## config.mk

```make
export PLATFORM = sky130hd
export DESIGN_NAME = board_score_counter_flat
export DESIGN_NICKNAME = d
export VERILOG_FILES = /design/src/rtl/board_score_counter_if.sv /design/src/rtl/board_score_counter.sv /design/src/flat_wrapper.sv
export SDC_FILE = /design/constraint.sdc
export NUM_CORES = 1
export LEC_CHECK = 0
export ABC_CLOCK_PERIOD_IN_PS = 4600
export CORE_ASPECT_RATIO = 1.2
export CORE_MARGIN = 5
export CORE_UTILIZATION = 32
export DETAILED_ROUTE_END_ITERATION = 10
export GPL_TIMING_DRIVEN = 0
export PLACE_DENSITY = 0.51
export SLEW_MARGIN = 20
export SYNTH_ARGS = -nofsm -noshare
export SYNTH_HDL_FRONTEND = slang
export SYNTH_SLANG_ARGS = --single-unit
export TNS_END_PERCENT = 1
```

## constraint.sdc

```tcl
create_clock -name clock -period 4.6 [get_ports clock]
set_clock_uncertainty 0.2 [all_clocks]
set_input_delay 0.92 -clock clock [delete_from_list [all_inputs] [get_ports clock]]
set_output_delay 0.92 -clock clock [all_outputs]
set_load 0.1 [all_outputs]
```

## src/rtl/board_score_counter_if.sv

```systemverilog
// Board RAM read port: strobe plus cell address out, cell code back one cycle later.
interface board_score_counter_if;
    logic       rd_en;
    logic [2:0] rd_x;
    logic [2:0] rd_y;
    logic [1:0] rd_q;

    modport master (output rd_en, output rd_x, output rd_y, input rd_q);
    modport slave  (input rd_en, input rd_x, input rd_y, output rd_q);
endinterface

```

## src/rtl/board_score_counter.sv

```systemverilog
// Scans all board cells and publishes black/white/empty totals; done 66 cycles after start.
// No backpressure: starts arriving while busy collapse into a single pending rescan.
module board_score_counter #(
    parameter int         BOARD_DIM  = 8,
    parameter logic [1:0] SIDE_BLACK = 2'b01,
    parameter logic [1:0] SIDE_WHITE = 2'b10
) (
    input  logic                         clock,
    input  logic                         resetn,
    input  logic                         start,
    board_score_counter_if.master        rd,
    output logic [6:0]                   black_count,
    output logic [6:0]                   white_count,
    output logic [6:0]                   empty_count,
    output logic [1:0]                   leader,
    output logic                         board_full,
    output logic                         busy,
    output logic                         done
);

    localparam logic [5:0] LAST_IDX = 6'(BOARD_DIM * BOARD_DIM - 1);

    typedef enum logic [1:0] {IDLE, SCAN, DRAIN, PUBLISH} state_t;

    state_t     state, state_nxt;
    logic [5:0] idx;
    logic [6:0] acc_black, acc_white, acc_empty;
    logic [6:0] sum_black, sum_white, sum_empty;
    logic       pending;
    logic       q_vld;
    logic       rescan;

    // rd_q lags rd_en by one cycle, so q_vld marks the cycle a cell code is present.
    always_comb begin
        sum_black = acc_black;
        sum_white = acc_white;
        sum_empty = acc_empty;
        if (q_vld) begin
            if (rd.rd_q == SIDE_BLACK)
                sum_black = acc_black + 7'd1;
            else if (rd.rd_q == SIDE_WHITE)
                sum_white = acc_white + 7'd1;
            else
                sum_empty = acc_empty + 7'd1;
        end
    end

    always_comb begin
        state_nxt = state;
        busy      = 1'b1;
        rd.rd_en  = 1'b0;
        rd.rd_x   = 3'd0;
        rd.rd_y   = 3'd0;
        rescan    = 1'b0;
        case (state)
            IDLE: begin
                busy = 1'b0;
                if (start) begin
                    state_nxt = SCAN;
                    rescan    = 1'b1;
                end
            end
            SCAN: begin
                rd.rd_en = 1'b1;
                rd.rd_x  = idx[2:0];
                rd.rd_y  = idx[5:3];
                if (idx == LAST_IDX)
                    state_nxt = DRAIN;
            end
            DRAIN: state_nxt = PUBLISH;
            PUBLISH: begin
                if (pending || start) begin
                    state_nxt = SCAN;
                    rescan    = 1'b1;
                end else begin
                    state_nxt = IDLE;
                end
            end
            default: state_nxt = IDLE;
        endcase
    end

    always_ff @(posedge clock or posedge resetn) begin
        if (resetn) begin
            state       <= IDLE;
            idx         <= 6'd0;
            acc_black   <= 7'd0;
            acc_white   <= 7'd0;
            acc_empty   <= 7'd0;
            pending     <= 1'b0;
            q_vld       <= 1'b0;
            black_count <= 7'd0;
            white_count <= 7'd0;
            empty_count <= 7'd64;
            leader      <= 2'b00;
            board_full  <= 1'b0;
            done        <= 1'b0;
        end else begin
            state <= state_nxt;
            q_vld <= (state == SCAN);
            done  <= (state == DRAIN);

            if (state == PUBLISH)
                pending <= 1'b0;
            else if (start && state != IDLE)
                pending <= 1'b1;

            if (rescan) begin
                idx       <= 6'd0;
                acc_black <= 7'd0;
                acc_white <= 7'd0;
                acc_empty <= 7'd0;
            end else begin
                if (state == SCAN)
                    idx <= idx + 6'd1;
                if (q_vld) begin
                    acc_black <= sum_black;
                    acc_white <= sum_white;
                    acc_empty <= sum_empty;
                end
            end

            // Registering the final sums here makes them visible together with done.
            if (state == DRAIN) begin
                black_count <= sum_black;
                white_count <= sum_white;
                empty_count <= sum_empty;
                board_full  <= (sum_empty == 7'd0);
                if (sum_black > sum_white)
                    leader <= 2'b01;
                else if (sum_white > sum_black)
                    leader <= 2'b10;
                else
                    leader <= 2'b00;
            end
        end
    end

endmodule

```

## src/flat_wrapper.sv

```systemverilog
// flat-port wrapper written by rule: the top's interface ports become plain ports
module board_score_counter_flat 
#(
    parameter int         BOARD_DIM  = 8,
    parameter logic [1:0] SIDE_BLACK = 2'b01,
    parameter logic [1:0] SIDE_WHITE = 2'b10
)
  (clock, resetn, start, black_count, white_count, empty_count, leader, board_full, busy, done, rd_rd_en, rd_rd_x, rd_rd_y, rd_rd_q);
  board_score_counter_if rd_i ();
  input  logic clock;
  input  logic resetn;
  input  logic start;
  output logic [6:0] black_count;
  output logic [6:0] white_count;
  output logic [6:0] empty_count;
  output logic [1:0] leader;
  output logic board_full;
  output logic busy;
  output logic done;
  output wire logic [$bits(rd_i.rd_en)-1:0] rd_rd_en;
  output wire logic [$bits(rd_i.rd_x)-1:0] rd_rd_x;
  output wire logic [$bits(rd_i.rd_y)-1:0] rd_rd_y;
  input wire logic [$bits(rd_i.rd_q)-1:0] rd_rd_q;
  assign rd_rd_en = rd_i.rd_en;
  assign rd_rd_x = rd_i.rd_x;
  assign rd_rd_y = rd_i.rd_y;
  assign rd_i.rd_q = rd_rd_q;
  board_score_counter #(.BOARD_DIM(BOARD_DIM), .SIDE_BLACK(SIDE_BLACK), .SIDE_WHITE(SIDE_WHITE)) u_core (.clock(clock), .resetn(resetn), .start(start), .rd(rd_i), .black_count(black_count), .white_count(white_count), .empty_count(empty_count), .leader(leader), .board_full(board_full), .busy(busy), .done(done));
endmodule
```

==> summary.md, run 1 <==
| Metric | Value |
|---|---|
| Status | finished clean |
| Clock root cell | clkbuf_8 |
| H-tree depth | 2 |
| Initial Util | 0.328 |
| Post-Syn Area | 2660 sq um |
| Final period utilization | 0.841 |
| Layout area overhead | 22.7% |
| Worst-path clk slew | 90 ps |
| Top_reg_cell synth | dfrtp_1 |
| Width of the die | 93.2 microns |
| Startpoint types | register |
| Area of the multi-input gates | 1160 sq um |
| DR vias | 1912 |
| Mean post-synth cell area | 10.3 sq um |
| Synth area leader | dfrtp_1 |
| Place WS | 584 ps |
| Register area | 1400 sq um |
| Core area | 8110 sq um |
| RSZ-0062 raised after global routing | false |
| RR Endpoint | u_core.leader[1] |
| First-pass GRT wire length | 9920 microns |
| Post-CTS Setup Repair Bufs | 0 |
| Slew margin rel. | 0.348 |
| Crit path to | rd_rd_x[2] |
| Die Ht | 110 microns |
| Most frequent cell after synthesis | dfrtp_1 |
| Post-synthesis register bit count | 56 |
| Share of flip-flops with an asynchronous set or reset | 1.00 |
| GRT overflow | 0 |
| Net Count, Synth | 279 |
| Post-synth top cells | 55 x dfrtp_1, 53 x nor2_1, 22 x a21oi_1 |
| Number of buffers inserted by port buffering | 37 |
| Maximum clock rate | 0.258 GHz |
| R2R depth | 12 |
| HP Class | reg -> reg |
| MaxCap Viol Count | 0 |
| Number of cells produced by synthesis | 259 |
| Remaining antenna violation count | 0 |
| Crit. Startpoint | u_core.state[1] |
| Gr usage total | 0.125 |
| Leading post-synthesis cells by cell area | dfrtp_1 52%, nor2_1 7.5%, ha_1 7.1% |
| CTS tree | yes |
| Hpwl dp | 4130 microns |
| Post-CTS Resized | 0 |
| Layout cells sized above 1 | 0.0590 |
| Post-synth EDFFs | 0 |
| Clock latency on the worst-skew pair | 310 ps |
| Worst Path Arrival | 2750 ps |
| R2R Setup Slk | 1690 ps |
| ANT cells | 0 |
| Yosys top cell area share | 0.517 |
| Pins Over Slew Limit | 0 |
| IO Count | 38 |
| Sequential fraction of the synthesis area | 0.527 |
| Setup CP Type | reg -> out |
| CTS Buf Count | 5 |
| Worst slew pin tran | 975 ps |
| WL/cell | 14.6 microns |
| Placed inst area | 3180 sq um |
| Die area | 10200 sq um |
| Nets | 324 |
| Initial DRC count | 73 |
| Post-route minimum period | 3870 ps |
| Final instance area | 3260 sq um |
| Crit. End Element | primary output |
| Synth warn | 0 |
| Drc violations | 0 |
| Routed WL | 5850 microns |
| Via density | 4.78 |
| Initial antenna violation count | 0 |
| Sum Neg Setup Slack | 0 ps |
| Final WS setup | 729 ps |
| Num Clock Sinks | 56 |
| Vias in the first global route | 2061 |
| Worst-path fanout max | 10 |
| Number of fillers in the final layout | 825 |
| Row count | 36 |
| Setup Viol. Count Final | 0 |
| Hold_buf cts | 0 |
| Largest net degree at the start of global routing | 57 |
| CTS Buffer Depth | 2 |
| Worst R2R Start | u_core.q_vld |
| Pre-antenna DRT Iters | 7 |
| Synth unique cells | 36 |
| Gpl congestion | 0.724 |
| Final Hold Fails | 0 |
| Req. time, crit path | 3480 ps |
-- through the flow --
step / utilization / hold slack, ps / instances
5_1_grt: 0.403 / 333 / 400
2_1_floorplan: - / 257 / 259
4_1_cts: 0.403 / 309 / 400
3_5_place_dp: 0.392 / 287 / 392
6_report: 0.403 / 306 / 400
3_3_place_gp: 0.388 / 280 / 391
-- worst max-delay path, stage by stage, from the launching register on --
cell	delay, ps
dfrtp_1	440
inv_1	100
ha_1	230
clkbuf_1	340
and2_1	210
clkdlybuf4s50_1	1140
-- per-layer routing --
metal | global-route usage | share of wire
met1 | 0.157 | 0.47
met2 | 0.208 | 0.47
met3 | 0.0233 | 0.029
met4 | 0.0555 | 0.028
met5 | 0 | 0
-- sequential cells by signal (all words and copies together) (netlist names) --
name / cells
u_core.white_count: 7
u_core.acc_black: 7
u_core.acc_empty: 7
u_core.state: 2
u_core.black_count: 7
u_core.board_full: 1
u_core.idx: 6
u_core.empty_count: 7
u_core.q_vld: 1
u_core.acc_white: 7
u_core.done: 1
u_core.leader: 2
u_core.pending: 1
-- kinds of logic (layout without fill, tap and decap cells) --
| logic type | Yosys count | after routing | synth area share |
|---|---|---|---|
| AOI/OAI and AO/OA | 36 | 36 | 0.0795 |
| buffers and inverters | 22 | 68 | 0.0353 |
| DFF | 56 | 56 | 0.527 |
| xor gates and xnor gates | 27 | 27 | 0.0945 |
| muxes | 6 | 6 | 0.0235 |
| adders and majority gates | 15 | 15 | 0.0706 |
| and+or+nand+nor | 97 | 97 | 0.169 |
-- layout make-up --
class | count | area share
well taps | 95 | 0.0364
repair buffers | 38 | 0.122
clock inverters | 1 | 0.00268
inverters | 12 | 0.0146
clock buffers | 7 | 0.0234
flip-flops and latches | 56 | 0.430
multi-input cells | 181 | 0.356
plain buffers | 10 | 0.0149
-- how the worst min path moves through the flow --
stage,start,cells after the start,to,slack [ps]
floorplan,u_core.pending,2,u_core.pending,260
global placement,u_core.pending,2,u_core.pending,280
detailed placement,u_core.pending,2,u_core.pending,290
CTS,u_core.pending,2,u_core.pending,310
global route,u_core.board_full,2,u_core.board_full,330
finish,u_core.pending,2,u_core.pending,310
-- cell usage in the layout, fill, tap and decap left out, types with 6 or more instances in the layout --
| master | n |
|---|---|
| ha_1 | 15 |
| nand2_1 | 10 |
| xor2_1 | 17 |
| nand3_1 | 11 |
| clkdlybuf4s50_1 | 37 |
| nor2_1 | 53 |
| nand4_1 | 6 |
| xnor2_1 | 8 |
| inv_1 | 11 |
| clkbuf_1 | 10 |
| and2_1 | 6 |
| a21oi_1 | 22 |
| dfrtp_1 | 55 |
Power of run 1 is not shown: default switching activity piles up to over one toggle a cycle in this logic, so the estimate is an artifact.
==> inputs of run 2 (changes only) <==
--- a/config.mk
+++ b/config.mk
@@ -5,13 +5,13 @@
 export SDC_FILE = /design/constraint.sdc
 export NUM_CORES = 1
 export LEC_CHECK = 0
-export ABC_CLOCK_PERIOD_IN_PS = 4600
+export ABC_CLOCK_PERIOD_IN_PS = 3500
 export CORE_ASPECT_RATIO = 1.2
 export CORE_MARGIN = 5
 export CORE_UTILIZATION = 32
 export DETAILED_ROUTE_END_ITERATION = 10
 export GPL_TIMING_DRIVEN = 0
-export PLACE_DENSITY = 0.51
+export PLACE_DENSITY = 0.52
 export SLEW_MARGIN = 20
 export SYNTH_ARGS = -nofsm -noshare
 export SYNTH_HDL_FRONTEND = slang
==> constraint.sdc (replaced) <==
create_clock -name clock -period 3.5 [get_ports clock]
set_clock_uncertainty 0.2 [all_clocks]
set_input_delay 0.7 -clock clock [delete_from_list [all_inputs] [get_ports clock]]
set_output_delay 0.7 -clock clock [all_outputs]
set_load 0.1 [all_outputs]
==> run 2 against run 1 <==
Effect of this change:
- sequential share of layout area about the same
- die area unchanged
- critical path depth up 7
- routed wire length down 2.1%
- final area decreased by 0.11%
- utilization is essentially flat
- register-to-register slack worse by 1000 ps
- hold slack gained 0.74 ps
- worst setup slack got worse by 610 ps
- first-iteration DRC count increased by 19%
- highest routed layer unchanged
==> summary.md, run 2 (synthesis results as in run 1) <==
| Metric | Value |
|---|---|
| Final hold slack | 307 ps (+0.739 ps) |
| Largest net degree at the start of global routing | 57 (unchanged) |
| Gr usage total | 0.123 (-0.00125) |
| Clock root cell | clkbuf_8 |
| Final period utilization | 0.966 |
| R2R Setup Slk | 670 ps (-1020 ps) |
| Initial antenna violation count | 0 (unchanged) |
| Number of fillers in the final layout | 823 (-0.24%) |
| Setup Viol. Count Final | 0 (unchanged) |
| Die Ht | 110 microns (unchanged) |
| Layout cells sized above 1 | 0.0658 (+0.00677) |
| Hold_buf cts | 0 (unchanged) |
| MaxCap Viol Count | 0 (unchanged) |
| Place WS | -301 ps (-885 ps) |
| H-tree depth | 2 (unchanged) |
| ANT cells | 0 (unchanged) |
| Layout area overhead | 22.6% |
| Status | finished clean |
| Via density | 4.78 (about the same) |
| Req. time, crit path | 3480 ps (about the same) |
| CP Buf/Inv Count | 3 (unchanged) |
| Crit. End Element | register |
| Hpwl dp | 4110 microns (-0.58%) |
| Area of the multi-input gates | 1180 sq um (+1.8%) |
| Remaining antenna violation count | 0 (unchanged) |
| RSZ-0062 raised after global routing | true |
| Worst-path clk slew | 90 ps (about the same) |
| Maximum clock rate | 0.296 GHz |
| Num Clock Sinks | 56 (unchanged) |
| Crit path cell chain | clkdlybuf4s50_1, and3b_1, buf_4, and4_4, nand3_1, xor2_2, inv_1, ha_1, and3_1, a221o_1, a31oi_2, o22ai_1 |
| WL/cell | 14.4 microns (-1.9%) |
| Family with the most delay on the worst path | simple AND/OR/NAND/NOR gates |
| Number of buffers inserted by port buffering | 37 (unchanged) |
| First-pass GRT wire length | 9980 microns (+0.70%) |
| Post-CTS Setup Repair Bufs | 0 (unchanged) |
| Final WS setup | 119 ps (-610 ps) |
| Most common cell after layout, fill and taps aside | dfrtp_1 |
| Core area | 8110 sq um (unchanged) |
| Width of the die | 93.2 microns (unchanged) |
| Final Hold Fails | 0 (unchanged) |
| DR vias | 1907 (-0.26%) |
| Placed inst area | 3150 sq um (-0.87%) |
| Initial Util | 0.328 (unchanged) |
| Routed WL | 5730 microns (-2.1%) |
| Pins Over Slew Limit | 0 (unchanged) |
| Clock latency on the worst-skew pair | 310 ps (about the same) |
| IO Count | 38 (unchanged) |
| Row count | 36 (unchanged) |
| Final instance area | 3260 sq um (-0.11%) |
| CTS tree | yes |
| Register area | 1400 sq um (unchanged) |
| GRT overflow | 0 (unchanged) |
| Initial DRC count | 87 (+19%) |
| CTS Buffer Depth | 2 (unchanged) |
| Setup CP Type | in -> reg |
| CP max stage delay | 520 ps (-620 ps) |
| Worst Path Arrival | 3360 ps (+610 ps) |
| Startpoint types | primary input |
| CTS Buf Count | 5 (unchanged) |
| Slew margin rel. | 0.344 (-0.00419) |
| HP Class | reg -> reg |
| Critical Path Slowest Stage Cell | clkdlybuf4s50_1 |
| Worst-path fanout max | 5 (-5) |
| Sum Neg Setup Slack | 0 ps (unchanged) |
| Nets | 323 (-0.31%) |
| Vias in the first global route | 2034 (-1.3%) |
| Die area | 10200 sq um (unchanged) |
| Gpl congestion | 0.774 (+6.9%) |
| Pre-antenna DRT Iters | 4 (-3) |
| Drc violations | 0 (unchanged) |
| Post-route minimum period | 3380 ps |
| Worst slew pin tran | 981 ps (+6.27 ps) |
| Commonest non-fill, non-tap cells in the layout | 55 x dfrtp_1, 53 x nor2_1, 30 x clkdlybuf4s50_1, 22 x a21oi_1 |
run 2: cell count changes in the layout (fill, tap and decap cells not counted), moves of 2 or more:
cell | previous run | this run
clkdlybuf4s50_1 | 37 | 30
dlygate4sd2_1 | 0 | 4
clkdlybuf4s15_1 | 0 | 2
xor2_1 | 17 | 15
xor2_2 | 1 | 3
run 2: worst min-delay path, cell delays in order, from the launching register on:
cell and delay, ps:
dfrtp_1 350, a21oi_1 40, nor2_1 80
run 2: metal layers:
layer  routed length, microns  vias to the layer above  global-route usage
li1                         -                      949                   -
met1                     2700                      931               0.159
met2                     2820                       21               0.207
met3                      128                        6              0.0240
met4                       83                        0              0.0408
met5                        0                        -                   0
run 2: path summary, 6_finish.rpt:
kind                                startpoint                    end  cells past startpoint
worst min register to register  u_core.pending         u_core.pending                      2
worst max-delay path                rd_rd_q[0]       u_core.leader[1]                     12
min in group asynchronous               resetn        u_core.state[1]                      2
max in group asynchronous               resetn  u_core.black_count[0]                      2
worst min-delay path            u_core.pending         u_core.pending                      2
worst max register to register    u_core.q_vld       u_core.leader[1]                     12
run 2: per-stage QoR:
step | utilization | instances
after global routing | 0.402 | 399
final | 0.402 | 399
after CTS | 0.399 | 399
after floorplan | - | 259
after global placement | 0.388 | 391
after detailed placement | 0.389 | 391
run 2: timing repair:
item                                    in CTS  in global routing
pin swaps                                    0                  0
resized for setup                            6                  6
endpoints found under the setup margin       6                  4
run 2: layout make-up:
cell class / instances / share of cell area
flip-flops and latches: 56 / 0.430
clock buffers: 8 / 0.0276
repair buffers: 37 / 0.113
inverters: 12 / 0.0146
well taps: 95 / 0.0365
plain buffers: 10 / 0.0150
multi-input cells: 181 / 0.363
Power of run 2 is left out for the same reason.
==> inputs of run 3 (changes only) <==
--- a/config.mk
+++ b/config.mk
@@ -12,6 +12,7 @@
 export DETAILED_ROUTE_END_ITERATION = 10
 export GPL_TIMING_DRIVEN = 0
 export PLACE_DENSITY = 0.52
+export REMOVE_ABC_BUFFERS = 1
 export SLEW_MARGIN = 20
 export SYNTH_ARGS = -nofsm -noshare
 export SYNTH_HDL_FRONTEND = slang
==> run 3 against run 2 <==
Effect of this change:
- die area unchanged
- utilization is 0.62 points higher
- hold slack worse by 13 ps
- critical path type is now reg -> out
==> summary.md, run 3 (synthesis results as in run 1) <==
| Metric | Value |
|---|---|
| Clock latency on the worst-skew pair | 320 ps (about the same) |
| Post-route minimum period | 3250 ps (-127 ps) |
| Most common cell after layout, fill and taps aside | dfrtp_1 |
| Largest net degree at the start of global routing | 37 (-35%) |
| Pre-antenna DRT Iters | 3 (-1) |
| Via density | 4.73 (-1.0%) |
| HP Class | reg -> reg |
| Startpoint types | register |
| R2R Setup Slk | 580 ps (-90 ps) |
| CTS tree | yes |
| GRT overflow | 0 (unchanged) |
| Maximum clock rate | 0.307 GHz (+3.9%) |
| WL/cell | 12.9 microns (-10%) |
| Req. time, crit path | 2600 ps (-880 ps) |
| Layout cells sized above 1 | 0.0842 (+0.0184) |
| R2R depth | 10 (-2) |
| Initial Util | 0.328 (unchanged) |
| Hold Path Origin | u_core.empty_count[6] |
| Worst slew pin tran | 975 ps (-6.08 ps) |
| CTS Buf Count | 5 (unchanged) |
| Number of fillers in the final layout | 848 (+3.0%) |
| MaxCap Viol Count | 0 (unchanged) |
| Clock root cell | clkbuf_8 |
| Worst-path fanout max | 5 (unchanged) |
| ANT cells | 0 (unchanged) |
| Worst R2R Start | u_core.q_vld |
| First-pass GRT wire length | 8760 microns (-12%) |
| Setup CP Type | reg -> out |
| Commonest non-fill, non-tap cells in the layout | 55 x dfrtp_1, 53 x nor2_1, 28 x clkdlybuf4s50_1, 21 x a21oi_1, 15 x xor2_1 |
| Status | finished clean |
| DR vias | 1854 (-2.8%) |
| RR Endpoint | u_core.leader[0] |
| Crit. End Element | primary output |
| Pins Over Slew Limit | 0 (unchanged) |
| Vias in the first global route | 1896 (-6.8%) |
| Num Clock Sinks | 56 (unchanged) |
| Row count | 36 (unchanged) |
| Post-CTS Setup Repair Bufs | 0 (unchanged) |
| Worst-path clk slew | 110 ps (+20 ps) |
| Remaining antenna violation count | 0 (unchanged) |
| CTS Buffer Depth | 2 (unchanged) |
| Gpl congestion | 0.760 (-1.8%) |
| Routed WL | 5060 microns (-12%) |
| Worst hold stages | 2 (unchanged) |
| Layout area overhead | 24.5% |
| Number of buffers inserted by port buffering | 37 (unchanged) |
| Die Ht | 110 microns (unchanged) |
| Worst Path Arrival | 2350 ps (-1010 ps) |
| Initial DRC count | 69 (-21%) |
| Final hold slack | 294 ps (-12.5 ps) |
| H-tree depth | 2 (unchanged) |
| IO Count | 38 (unchanged) |
| Width of the die | 93.2 microns (unchanged) |
| Slew margin rel. | 0.348 (+0.00407) |
| Die area | 10200 sq um (unchanged) |
| Initial antenna violation count | 0 (unchanged) |
| Gr usage total | 0.107 (-0.0160) |
| Setup Viol. Count Final | 0 (unchanged) |
| Core area | 8110 sq um (unchanged) |
| RSZ-0062 raised after global routing | false |
| Final Hold Fails | 0 (unchanged) |
| Final period utilization | 0.930 (-0.0363) |
| Hold worst-path end | u_core.empty_count[6] |
| Hpwl dp | 3660 microns (-11%) |
| Nets | 316 (-2.2%) |
| Drc violations | 0 (unchanged) |
==> run 3: cell count changes in the layout (fill, tap and decap cells not counted), moves of 2 or more <==
cell             previous run  this run
clkbuf_1                   10         0
dlymetal6s2s_1              1         6
buf_16                      0         2
clkdlybuf4s15_1             2         0
clkdlybuf4s50_1            30        28
==> run 3: stage by stage <==
stage | cells | cell area [sq um] | setup TNS (ps) | setup WS, ps | util
after floorplan | 249 | 2610 | 0 | 273 | -
after global placement | 381 | 3100 | -4450 | -387 | 0.382
after detailed placement | 384 | 3190 | -701 | -350 | 0.394
after CTS | 392 | 3280 | 0 | 0.585 | 0.405
after global routing | 392 | 3310 | 0 | 141 | 0.408
final | 392 | 3310 | 0 | 246 | 0.408
==> run 3: what timing repair did <==
item                                    in CTS  in global routing
endpoints found under the setup margin       5                  6
resized for setup                            4                  8
hold buffers                                 0                  0
==> run 3: final cells by class <==
class,count,area [sq um],share of cell area
Inverter,12,47.5,0.0144
Multi-Input combinational cell,181,1190,0.361
Tap cell,95,119,0.0359
Clock inverter,3,22.5,0.00680
Clock buffer,5,68.8,0.0208
Sequential cell,56,1400,0.424
Timing Repair Buffer,40,457,0.138
==> run 3: critical path: stages, from the launching register on <==
cell and delay, ps:
dfrtp_1 450, inv_1 90, ha_1 230, inv_1 120
clkdlybuf4s50_1 1150
==> run 3: worst max path at each step <==
stage | start | endpoint | cells after the start
global route | u_core.state[0] | busy | 4
CTS | u_core.state[1] | rd_rd_x[0] | 4
floorplan | u_core.state[1] | rd_rd_x[2] | 3
detailed placement | rd_rd_q[1] | u_core.leader[0] | 11
finish | u_core.state[0] | busy | 4
global placement | rd_rd_q[0] | u_core.leader[1] | 11
==> run 3: layer usage <==
metal / share of wire / global-route usage / vias up / routed length, microns
met5: 0 / 0 / - / 0
met4: 0.019 / 0.0471 / 0 / 98
met3: 0.030 / 0.0219 / 8 / 150
met2: 0.47 / 0.173 / 22 / 2400
met1: 0.48 / 0.140 / 890 / 2420
li1: - / - / 934 / -
Power of run 3 is left out for the same reason.
